File: src/rtl/ysyx_23060332_ifu_if.sv
// Fetch-unit bus bundle: imem request/response, decode handoff and redirect.
interface ysyx_23060332_ifu_if;
  logic        imem_req_valid;
  logic        imem_req_ready;
  logic [31:0] imem_req_addr;
  logic        imem_resp_valid;
  logic [31:0] imem_resp_data;
  logic        inst_valid_o;
  logic        inst_ready_i;
  logic [31:0] inst_o;
  logic [31:0] inst_addr_o;
  logic        jump_en_i;
  logic [31:0] jump_addr_i;

  // IFU side
  modport master (
    output imem_req_valid, imem_req_addr, inst_valid_o, inst_o, inst_addr_o,
    input  imem_req_ready, imem_resp_valid, imem_resp_data, inst_ready_i,
           jump_en_i, jump_addr_i
  );

  // Memory / decode / execute side
  modport slave (
    input  imem_req_valid, imem_req_addr, inst_valid_o, inst_o, inst_addr_o,
    output imem_req_ready, imem_resp_valid, imem_resp_data, inst_ready_i,
           jump_en_i, jump_addr_i
  );
endinterface

File: src/rtl/ysyx_23060332_ifu.sv
// Instruction fetch unit: single-outstanding fetch FSM (REQ -> WAIT -> HOLD)
// with redirect support; stale fetches are drained and discarded.
module ysyx_23060332_ifu #(
  parameter logic [31:0] RESET_PC = 32'h8000_0000,
  parameter logic [31:0] NOP_INST = 32'h0000_0013
) (
  input  logic               clk,
  input  logic               rst,
  ysyx_23060332_ifu_if.master bus
);

  typedef enum logic [1:0] {S_REQ, S_WAIT, S_HOLD} state_t;

  state_t      r_state, w_state_nxt;
  logic [31:0] r_pc, w_pc_nxt;
  logic [31:0] r_pending_pc, w_pending_pc_nxt;
  logic        r_drop, w_drop_nxt;
  logic        r_inst_valid, w_inst_valid_nxt;
  logic [31:0] r_inst, w_inst_nxt;
  logic [31:0] r_inst_addr, w_inst_addr_nxt;

  logic [31:0] w_target;
  logic        w_drop_eff;

  assign w_target   = {bus.jump_addr_i[31:2], 2'b00};
  // A redirect arriving with the response also makes that response stale.
  assign w_drop_eff = r_drop | bus.jump_en_i;

  // Next-state and register-update logic
  always_comb begin
    w_state_nxt      = r_state;
    w_pc_nxt         = r_pc;
    w_pending_pc_nxt = r_pending_pc;
    w_drop_nxt       = r_drop;
    w_inst_valid_nxt = r_inst_valid;
    w_inst_nxt       = r_inst;
    w_inst_addr_nxt  = r_inst_addr;
    case (r_state)
      S_REQ: begin
        if (bus.jump_en_i) begin
          w_pending_pc_nxt = w_target;
          w_drop_nxt       = 1'b1;
        end
        if (bus.imem_req_ready) w_state_nxt = S_WAIT;
      end
      S_WAIT: begin
        if (bus.jump_en_i) begin
          w_pending_pc_nxt = w_target;
          w_drop_nxt       = 1'b1;
        end
        if (bus.imem_resp_valid) begin
          if (w_drop_eff) begin
            // Latest redirect wins, including one arriving this cycle.
            w_pc_nxt    = bus.jump_en_i ? w_target : r_pending_pc;
            w_drop_nxt  = 1'b0;
            w_state_nxt = S_REQ;
          end else begin
            w_inst_nxt       = bus.imem_resp_data;
            w_inst_addr_nxt  = r_pc;
            w_inst_valid_nxt = 1'b1;
            w_state_nxt      = S_HOLD;
          end
        end
      end
      S_HOLD: begin
        // With ready the instruction is delivered; without it, it is killed.
        if (bus.jump_en_i || bus.inst_ready_i) begin
          w_inst_valid_nxt = 1'b0;
          w_inst_nxt       = NOP_INST;
          w_pc_nxt         = bus.jump_en_i ? w_target : r_pc + 32'd4;
          w_state_nxt      = S_REQ;
        end
      end
      default: w_state_nxt = S_REQ;
    endcase
  end

  // State registers with synchronous reset
  always_ff @(posedge clk) begin
    if (rst) begin
      r_state      <= S_REQ;
      r_pc         <= RESET_PC;
      r_pending_pc <= RESET_PC;
      r_drop       <= 1'b0;
      r_inst_valid <= 1'b0;
      r_inst       <= NOP_INST;
      r_inst_addr  <= RESET_PC;
    end else begin
      r_state      <= w_state_nxt;
      r_pc         <= w_pc_nxt;
      r_pending_pc <= w_pending_pc_nxt;
      r_drop       <= w_drop_nxt;
      r_inst_valid <= w_inst_valid_nxt;
      r_inst       <= w_inst_nxt;
      r_inst_addr  <= w_inst_addr_nxt;
    end
  end

  assign bus.imem_req_valid = (r_state == S_REQ) & ~rst;
  assign bus.imem_req_addr  = r_pc;
  assign bus.inst_valid_o   = r_inst_valid;
  assign bus.inst_o         = r_inst;
  assign bus.inst_addr_o    = r_inst_addr;

endmodule

File: src/flat_wrapper.sv
// flat-port wrapper written by rule: the top's interface ports become plain ports
module ysyx_23060332_ifu_flat 
#(
  parameter logic [31:0] RESET_PC = 32'h8000_0000,
  parameter logic [31:0] NOP_INST = 32'h0000_0013
)
  (clk, rst, bus_imem_req_valid, bus_imem_req_addr, bus_inst_valid_o, bus_inst_o, bus_inst_addr_o, bus_imem_req_ready, bus_imem_resp_valid, bus_imem_resp_data, bus_inst_ready_i, bus_jump_en_i, bus_jump_addr_i);
  ysyx_23060332_ifu_if bus_i ();
  input  logic clk;
  input  logic rst;
  output wire logic [$bits(bus_i.imem_req_valid)-1:0] bus_imem_req_valid;
  output wire logic [$bits(bus_i.imem_req_addr)-1:0] bus_imem_req_addr;
  output wire logic [$bits(bus_i.inst_valid_o)-1:0] bus_inst_valid_o;
  output wire logic [$bits(bus_i.inst_o)-1:0] bus_inst_o;
  output wire logic [$bits(bus_i.inst_addr_o)-1:0] bus_inst_addr_o;
  input wire logic [$bits(bus_i.imem_req_ready)-1:0] bus_imem_req_ready;
  input wire logic [$bits(bus_i.imem_resp_valid)-1:0] bus_imem_resp_valid;
  input wire logic [$bits(bus_i.imem_resp_data)-1:0] bus_imem_resp_data;
  input wire logic [$bits(bus_i.inst_ready_i)-1:0] bus_inst_ready_i;
  input wire logic [$bits(bus_i.jump_en_i)-1:0] bus_jump_en_i;
  input wire logic [$bits(bus_i.jump_addr_i)-1:0] bus_jump_addr_i;
  assign bus_imem_req_valid = bus_i.imem_req_valid;
  assign bus_imem_req_addr = bus_i.imem_req_addr;
  assign bus_inst_valid_o = bus_i.inst_valid_o;
  assign bus_inst_o = bus_i.inst_o;
  assign bus_inst_addr_o = bus_i.inst_addr_o;
  assign bus_i.imem_req_ready = bus_imem_req_ready;
  assign bus_i.imem_resp_valid = bus_imem_resp_valid;
  assign bus_i.imem_resp_data = bus_imem_resp_data;
  assign bus_i.inst_ready_i = bus_inst_ready_i;
  assign bus_i.jump_en_i = bus_jump_en_i;
  assign bus_i.jump_addr_i = bus_jump_addr_i;
  ysyx_23060332_ifu #(.RESET_PC(RESET_PC), .NOP_INST(NOP_INST)) u_core (.clk(clk), .rst(rst), .bus(bus_i));
endmodule
File: config.mk
export PLATFORM = sky130hd
export DESIGN_NAME = ysyx_23060332_ifu_flat
export DESIGN_NICKNAME = d
export VERILOG_FILES = /design/src/rtl/ysyx_23060332_ifu_if.sv /design/src/rtl/ysyx_23060332_ifu.sv /design/src/flat_wrapper.sv
export SDC_FILE = /design/constraint.sdc
export NUM_CORES = 1
export LEC_CHECK = 0
export ABC_AREA = 1
export CORE_ASPECT_RATIO = 2
export CORE_MARGIN = 1.5
export CORE_UTILIZATION = 48
export DETAILED_ROUTE_END_ITERATION = 12
export PLACE_DENSITY_LB_ADDON = 0.3
export SLEW_MARGIN = 10
export SYNTH_ARGS = -nofsm -noshare
export SYNTH_HDL_FRONTEND = slang
export SYNTH_SLANG_ARGS = --single-unit
File: constraint.sdc
create_clock -name clk -period 2.1 [get_ports clk]
set_clock_uncertainty 0.1 [all_clocks]
set_input_delay 0.42 -clock clk [delete_from_list [all_inputs] [get_ports clk]]
set_output_delay 0.42 -clock clk [all_outputs]
set_load 0.01 [all_outputs]
======== After elaboration in Yosys (flattened, before gate mapping) ========
Cells that the tools add are included.
storage, ports and cells
  logic and storage cells ................. 51
  input port bits ......................... 70
  register bits after elaboration ......... 132
operators by class
  mux-type cells .......................... 23
  reductions and logical operators ........ 9
  $add $sub $neg .......................... 1
  bitwise gates (word level) .............. 4
  equality and inequality tests ........... 7
operators with widths
  cell                     count
  $mux W32                 8
  $pmux W32 S2             2
  $add A32 B3 Y32 const B  1
  $mux W2                  4
  $reduce_and A4 Y1        2
  $mux W1                  6
  $ne A2 B2 Y1 const B     3
  $pmux W2 S3              1
  $reduce_and A3 Y1        2
  $ne A2 B1 Y1 const B     2
  $pmux W1 S2              2
  $reduce_bool A2 Y1       2
  $eq A2 B1 Y1 const B     1
  $eq A2 B2 Y1 const B     1
  $logic_not A2 Y1         1
  $not A1 Y1               2
  $reduce_or A2 Y1         1
  $and A1 B1 Y1            1
  $logic_or A1 B1 Y1       1
  $or A1 B1 Y1             1

======== Depth between registers and ports, before layout ========
Gate-level depths: netlist of run 1.
  depth in word-level cells ............... 4
  depth in mapped cells ................... 11
  depth with buffers taken out ............ 11

======== Worst setup path after synthesis of run 1 ========
OpenSTA, ideal clock, no wires.
  path type ............................... input to register
  start point ............................. in bus_jump_en_i
  end point ............................... reg u_core.r_inst_addr[10] (netlist: u_core.bus.inst_addr_o[10])
  stages on the path ...................... 9
  arrival time ............................ 1.397 ns
  setup slack ............................. 0.484 ns
  data required time ...................... 1.881 ns
  buffers on the path ..................... 2
  cell sequence ........................... buf_2 inv_2 nand2_1 nor2_4 nand2_2 clkinv_2 buf_4 o21ai_0 a21oi_1
between the ends
  longest elaborated chain between the ends .. 3
ends and longest elaborated chain
  what                                line                     RTL
  start: declaration                  flat_wrapper.sv:20       input wire logic [$bits(bus_i.jump_en_i)-1:0] bus_jump_en_i;
  $or A1 B1 Y1                        ysyx_23060332_ifu.sv:27  assign w_drop_eff = r_drop | bus.jump_en_i;
  $not A1 Y1 (no source line)         -
  $reduce_and A3 Y1 (no source line)  -
  end signal: assignment              ysyx_23060332_ifu.sv:95  r_inst_addr <= w_inst_addr_nxt;
  end: declaration                    ysyx_23060332_ifu.sv:20  logic [31:0] r_inst_addr, w_inst_addr_nxt;
Every way passes these cells.
A chain may end at the register's enable or synchronous reset.

======== Worst setup path after layout of run 1 ========
  start point ............................. reg u_core.r_pc[21] (netlist: u_core.bus.imem_req_addr[21])
  end point ............................... out bus_imem_req_addr[21]
RTL lines
  what                      line                     RTL
  start: declaration        ysyx_23060332_ifu.sv:15  logic [31:0] r_pc, w_pc_nxt;
  start signal: assignment  ysyx_23060332_ifu.sv:90  r_pc <= w_pc_nxt;
  end: declaration          flat_wrapper.sv:12       output wire logic [$bits(bus_i.imem_req_addr)-1:0] bus_imem_req_addr;
No word-level cell between the ends.

==> results of run 1 <==
[cells in the mapped netlist, drive strengths merged (2+ instances only)]
| cell type | n |
|---|---|
| nand2 | 187 |
| dfxtp | 132 |
| nor2 | 125 |
| o21ai | 106 |
| a21oi | 92 |
| inv | 56 |
| nand3 | 28 |
| buf | 24 |
| clkbuf | 23 |
| a211oi | 10 |
| a22o | 8 |
| nand4 | 6 |
| a22oi | 5 |
| nor3 | 5 |
| o22ai | 5 |
| a31oi | 3 |
| nand3b | 3 |
| a41oi | 2 |
[metal layers]
metal / vias up / wire length (µm) / GRT usage
li1: 3108 / - / -
met3: 69 / 1280 / 0.0699
met2: 302 / 9880 / 0.523
met5: - / 0 / 0
met1: 2914 / 6370 / 0.291
met4: 0 / 1210 / 0.192
[flip-flops by register name, indices dropped and copies added, names as in the netlist]
name	cells
u_core.bus.inst_o	32
u_core.bus.inst_valid_o	1
u_core.bus.inst_addr_o	32
u_core.bus.imem_req_addr	32
u_core.r_drop	1
u_core.r_state	2
u_core.r_pending_pc	32
[cell families after synthesis]
group	share of synthesized area
and+or+nand+nor	0.247
AOI/OAI and AO/OA	0.218
DFF	0.453
buffers and inverters	0.0780
xor gates and xnor gates	0.00300
adders and majority gates	0.00214
[power by group]
group	total, mW	switching, mW	internal, mW
combinational	0.818	0.410	0.408
clock	2.90	1.10	1.81
sequential	2.72	0.0979	2.62
total	6.44	1.61	4.83
[final timing paths]
path | startpoint | to | slack [ns] | cells past startpoint
worst max-delay path | u_core.bus.imem_req_addr[21] | bus_imem_req_addr[21] | 0.02 | 1
worst max register to register | u_core.r_state[1] | u_core.bus.imem_req_addr[19] | 0.16 | 6
worst min-delay path | u_core.r_pending_pc[8] | u_core.r_pending_pc[8] | 0.35 | 2
worst min register to register | u_core.r_pending_pc[8] | u_core.r_pending_pc[8] | 0.35 | 2
[stage by stage]
step | cells | utilization | setup WS (ns) | setup TNS [ns]
after detailed placement | 1134 | 0.671 | -0.194 | -4.81
after global routing | 1166 | 0.721 | 0.00429 | 0
after floorplan | 828 | - | 0.484 | 0
after CTS | 1166 | 0.720 | 0.0378 | 0
final | 1166 | 0.721 | 0.0229 | 0
after global placement | 1134 | 0.671 | -0.165 | -1.59
[area by class of cell]
type / count / share of cell area
Clock buffer: 20 / 0.0538
Timing Repair Buffer: 208 / 0.249
Sequential cell: 132 / 0.312
Tap cell: 145 / 0.0214
Clock inverter: 12 / 0.0153
Inverter: 57 / 0.0257
Multi-Input combinational cell: 592 / 0.323
==> reports/results.ini, run 1 <==
[timing]
min_period_ns=2.08
fmax_mhz=481
timing.final.crit_share=0.989
rsz0062_at_grt=false
slew_headroom=0.640
slew_violations=0
hold_viol=0
worst_pin_slew_ns=0.537
whs_ns=0.351
setup_viol=0

[global_routing]
grt_max_degree=59
grt_overflow=0
grt.total_usage=0.294
grt_pass1_vias=6013
grt_first_pass_wirelength_mm=29.0
antenna_found_initial=0

[yosys]
netlist_top_cells_area=dfxtp_1 (45%), nand2_1 (12%), o21ai_0 (8.6%), a21oi_1 (7.8%), nor2_1 (7.7%)
synth_top_cell_area_share=0.453
synth_edf_count=0
synth_top_flop_cell=dfxtp_1
synthesis.nets=899
synth_cells=828
seq_area_frac_synth=0.453
syn_area_mm2=0.00584
ys_ff_latch=132
synth_cell_types=36
synthArstFlopShare=0
synth_top_cell_by_area=dfxtp_1
avgSynthCellArea_um2=7.05
yosys_warnings=0

[worst_setup_path]
path_max_fanout=7
end_kind=output port
path_cells=clkdlybuf4s50_1
cp-start-kind=register
criticalPathCategory=reg2out
cp.required_ns=1.58
crit_arrival_ns=1.56
path_delay_family=buffers and inverters
cpMaxStageDelayCell=clkdlybuf4s50_1
slowest_delay_ns=0.62
cp.buffers_inverters=1

[cells_and_area]
syn2layout_area_growth_pct=45.3
final_common_cell=nand2_1
final_cell_mix=nand2_1 (183), clkdlybuf4s50_1 (164), dfxtp_1 (132)
layout.nets=1079
diodes=0
regArea_mm2=0.00264
multi_input_area_mm2=0.00274
num-fill-cells=934
stdcell_area_mm2=0.00848
drive_above_1_share=0.0891

[pwr]
p_per_area_mw_per_mm2=759
p_leak_nw=3.22
power_mw=6.44
ir_drop_mv=0.704

[die]
rows=56
die-area_mm2=0.0129
start_util=0.496
coreArea_mm2=0.0118
fp.dieW_um=81.0
die_h_um=159
top_level_ports=168

[detailed_routing]
drc=0
viasPerCell=5.48
avgRoutedWirePerCell_um=16.1
initialDrtViolationCount=523
firstDrtPassIters=6
drt_wl_total_mm=18.7
via_count=6393
drtAntennaViolNets=0

[placed_design]
port_buffers=165
gp_congestion=0.917
hpwl_mm=13.6
place_area_mm2=0.00789

[clock_tree]
cts_resized=1
clk_path_buf_depth=2
htreeDepth=4
postCtsHoldBufs=0
post-cts-setup-buffers=0
cts.root.buffer_cell=clkbuf_16
clock-sinks=132
clkTransAtPathRegs_ns=0.06
insertion_delay_ns=0.42
cts_tree=built
cts_buffers=17

[run]
cap_violations=0

[hold_path]
hold_class=reg2reg

[run_status]
status=finished, final reports clean

Note: power is estimated with default switching activity, not from simulation.
==> inputs of run 2 (changes only) <==
--- a/config.mk
+++ b/config.mk
@@ -10,6 +10,7 @@
 export CORE_MARGIN = 1.5
 export CORE_UTILIZATION = 48
 export DETAILED_ROUTE_END_ITERATION = 12
+export GPL_ROUTABILITY_DRIVEN = 0
 export PLACE_DENSITY_LB_ADDON = 0.3
 export SLEW_MARGIN = 10
 export SYNTH_ARGS = -nofsm -noshare
==> results of run 2 <==
The final DEF is identical to that of run 1; final timing and power are the same.
==> inputs of run 3 (changes only) <==
--- a/config.mk
+++ b/config.mk
@@ -11,6 +11,8 @@
 export CORE_UTILIZATION = 48
 export DETAILED_ROUTE_END_ITERATION = 12
 export GPL_ROUTABILITY_DRIVEN = 0
+export GPL_TIMING_DRIVEN = 0
+export HOLD_SLACK_MARGIN = 0.06
 export PLACE_DENSITY_LB_ADDON = 0.3
 export SLEW_MARGIN = 10
 export SYNTH_ARGS = -nofsm -noshare
==> run 3 against run 2 <==
Net effect: core utilization is 1.6 points lower; combinational power fell by 2.9%; critical path depth unchanged; final area down 2.3%; worst hold slack better by 0.0027 ns; setup slack got worse by 0.0052 ns; total power is 2.1% higher; register-to-register slack lost 0.06 ns; count of clock-buffer cells in the layout shrank 1; fmax fell by 0.25%; sequential cell count is the same; non-clock buffer count is 3 higher.
==> reports/results.ini, run 3 (synthesis results as in run 1) <==
[cells_and_area]
drive_above_1_share=0.0752
layout.nets=1082
stdcell_count=1169
diodes=0
syn2layout_area_growth_pct=42.0
final_common_cell=nand2_1
final_cell_mix=nand2_1 (183), clkdlybuf4s50_1 (162), dfxtp_1 (131)

[timing]
whs_ns=0.354
slew_violations=0
hold_viol=0
min_period_ns=2.08
timing.final.crit_share=0.992
setup_viol=0
setup_ws_ns=0.0178
fmax_mhz=480
worst_pin_slew_ns=0.593
slew_headroom=0.600
fin_tns_setup_ns=0
rsz0062_at_grt=false

[worst_setup_path]
cp.buffers_inverters=1
r2r-start=u_core.bus.imem_req_addr[3]
criticalPathCategory=reg2out
path_cells=clkdlybuf4s50_1
reg2reg_to=u_core.bus.imem_req_addr[26]
cp.required_ns=1.58
reg2reg_slack_ns=0.10
cpMaxStageDelayCell=clkdlybuf4s50_1
rr_worst_depth=9
cp-start-kind=register
end_kind=output port
crit_arrival_ns=1.56
slowest_delay_ns=0.64
path_delay_family=buffers and inverters
path_max_fanout=7
cp-startpoint=u_core.bus.imem_req_addr[23]

[global_routing]
grt_overflow=0
antenna_found_initial=0
grt_max_degree=17
grt_first_pass_wirelength_mm=31.2
grt.total_usage=0.322
grt_pass1_vias=6299

[detailed_routing]
drtAntennaViolNets=0
avgRoutedWirePerCell_um=17.6
initialDrtViolationCount=564
via_count=6573
firstDrtPassIters=6
drt_wl_total_mm=20.6
drc=0
viasPerCell=5.62

[placed_design]
place_inst=1137
port_buffers=164
hpwl_mm=15.1
place_ws_ns=-0.515

[pwr]
pwr-share-clk=0.465
p_per_area_mw_per_mm2=793
p_int_mw=4.90
p_leak_nw=3.13
power_mw=6.57
p_seq_frac=0.414
ir_drop_mv=0.639
switchingPower_mw=1.67
power_frac_comb=0.121
p_sw_frac=0.254

[die]
coreArea_mm2=0.0118
rows=56
die-area_mm2=0.0129
die_h_um=159
fp.dieW_um=81.0
start_util=0.496
top_level_ports=168

[clock_tree]
insertion_delay_ns=0.42
postCtsHoldBufs=0
cts_buffers=17
clk_path_buf_depth=2
htreeDepth=4
clkTransAtPathRegs_ns=0.06
cts_tree=built
clock-sinks=132
cts.root.buffer_cell=clkbuf_16

[run_status]
status=finished, final reports clean

[hold_path]
hold_class=reg2reg
hold_depth=2
hold_start=u_core.r_drop
hold_end=u_core.r_drop

[run]
cap_violations=0

[run 3: changes by cell type in the layout (fill, tap and decap cells not counted), moves of 2 or more]
cell,change
buf_2,+16
buf_12,-11
clkbuf_2,+2
clkdlybuf4s50_1,-2
buf_4,-27
clkbuf_1,+19
buf_6,+4
[run 3: layout make-up]
cell class / instances / area [µm²]
Inverter: 57 / 218
Multi-Input combinational cell: 592 / 2740
Clock inverter: 13 / 156
Sequential cell: 132 / 2640
Fill cell: 968 / 3480
Timing Repair Buffer: 164 / 1650
Buffer: 47 / 248
Tap cell: 145 / 181
Clock buffer: 19 / 453
[run 3: worst max-delay path by stage]
stage / end / slack [ns] / cells past startpoint
floorplan: u_core.bus.inst_addr_o[10] / 0.48 / 9
global placement: bus_imem_req_valid / -0.50 / 4
detailed placement: bus_imem_req_valid / -0.51 / 4
CTS: bus_imem_req_valid / 0.02 / 4
global route: u_core.bus.imem_req_addr[31] / 0.0003 / 11
finish: bus_imem_req_addr[23] / 0.02 / 1
[run 3: stage by stage]
step                utilization  cell area (µm²)
floorplan                     -             5840
global placement          0.651             7660
detailed placement        0.651             7660
CTS                       0.703             8280
global route              0.704             8290
finish                    0.704             8290
[run 3: layer usage]
layer | vias up | wire length (µm) | track usage
met4 | 0 | 1670 | 0.254
met1 | 2983 | 6680 | 0.309
li1 | 3105 | - | -
met2 | 369 | 10600 | 0.565
met3 | 116 | 1630 | 0.0705
met5 | - | 0 | 0
[run 3: power groups by stage]
stage	registers [mW]	logic, mW	clock network [mW]
detailed placement	2.77	0.771	0
global placement	2.76	0.762	0
global route	2.73	0.854	3.18
finish	2.72	0.794	3.06
floorplan	2.77	0.338	0
CTS	2.71	0.781	3.06
[run 3: timing repair]
action,in CTS,in global routing
resized for setup,6,9
setup buffers,0,0
endpoints found under the setup margin,1,26
gates cloned,0,0
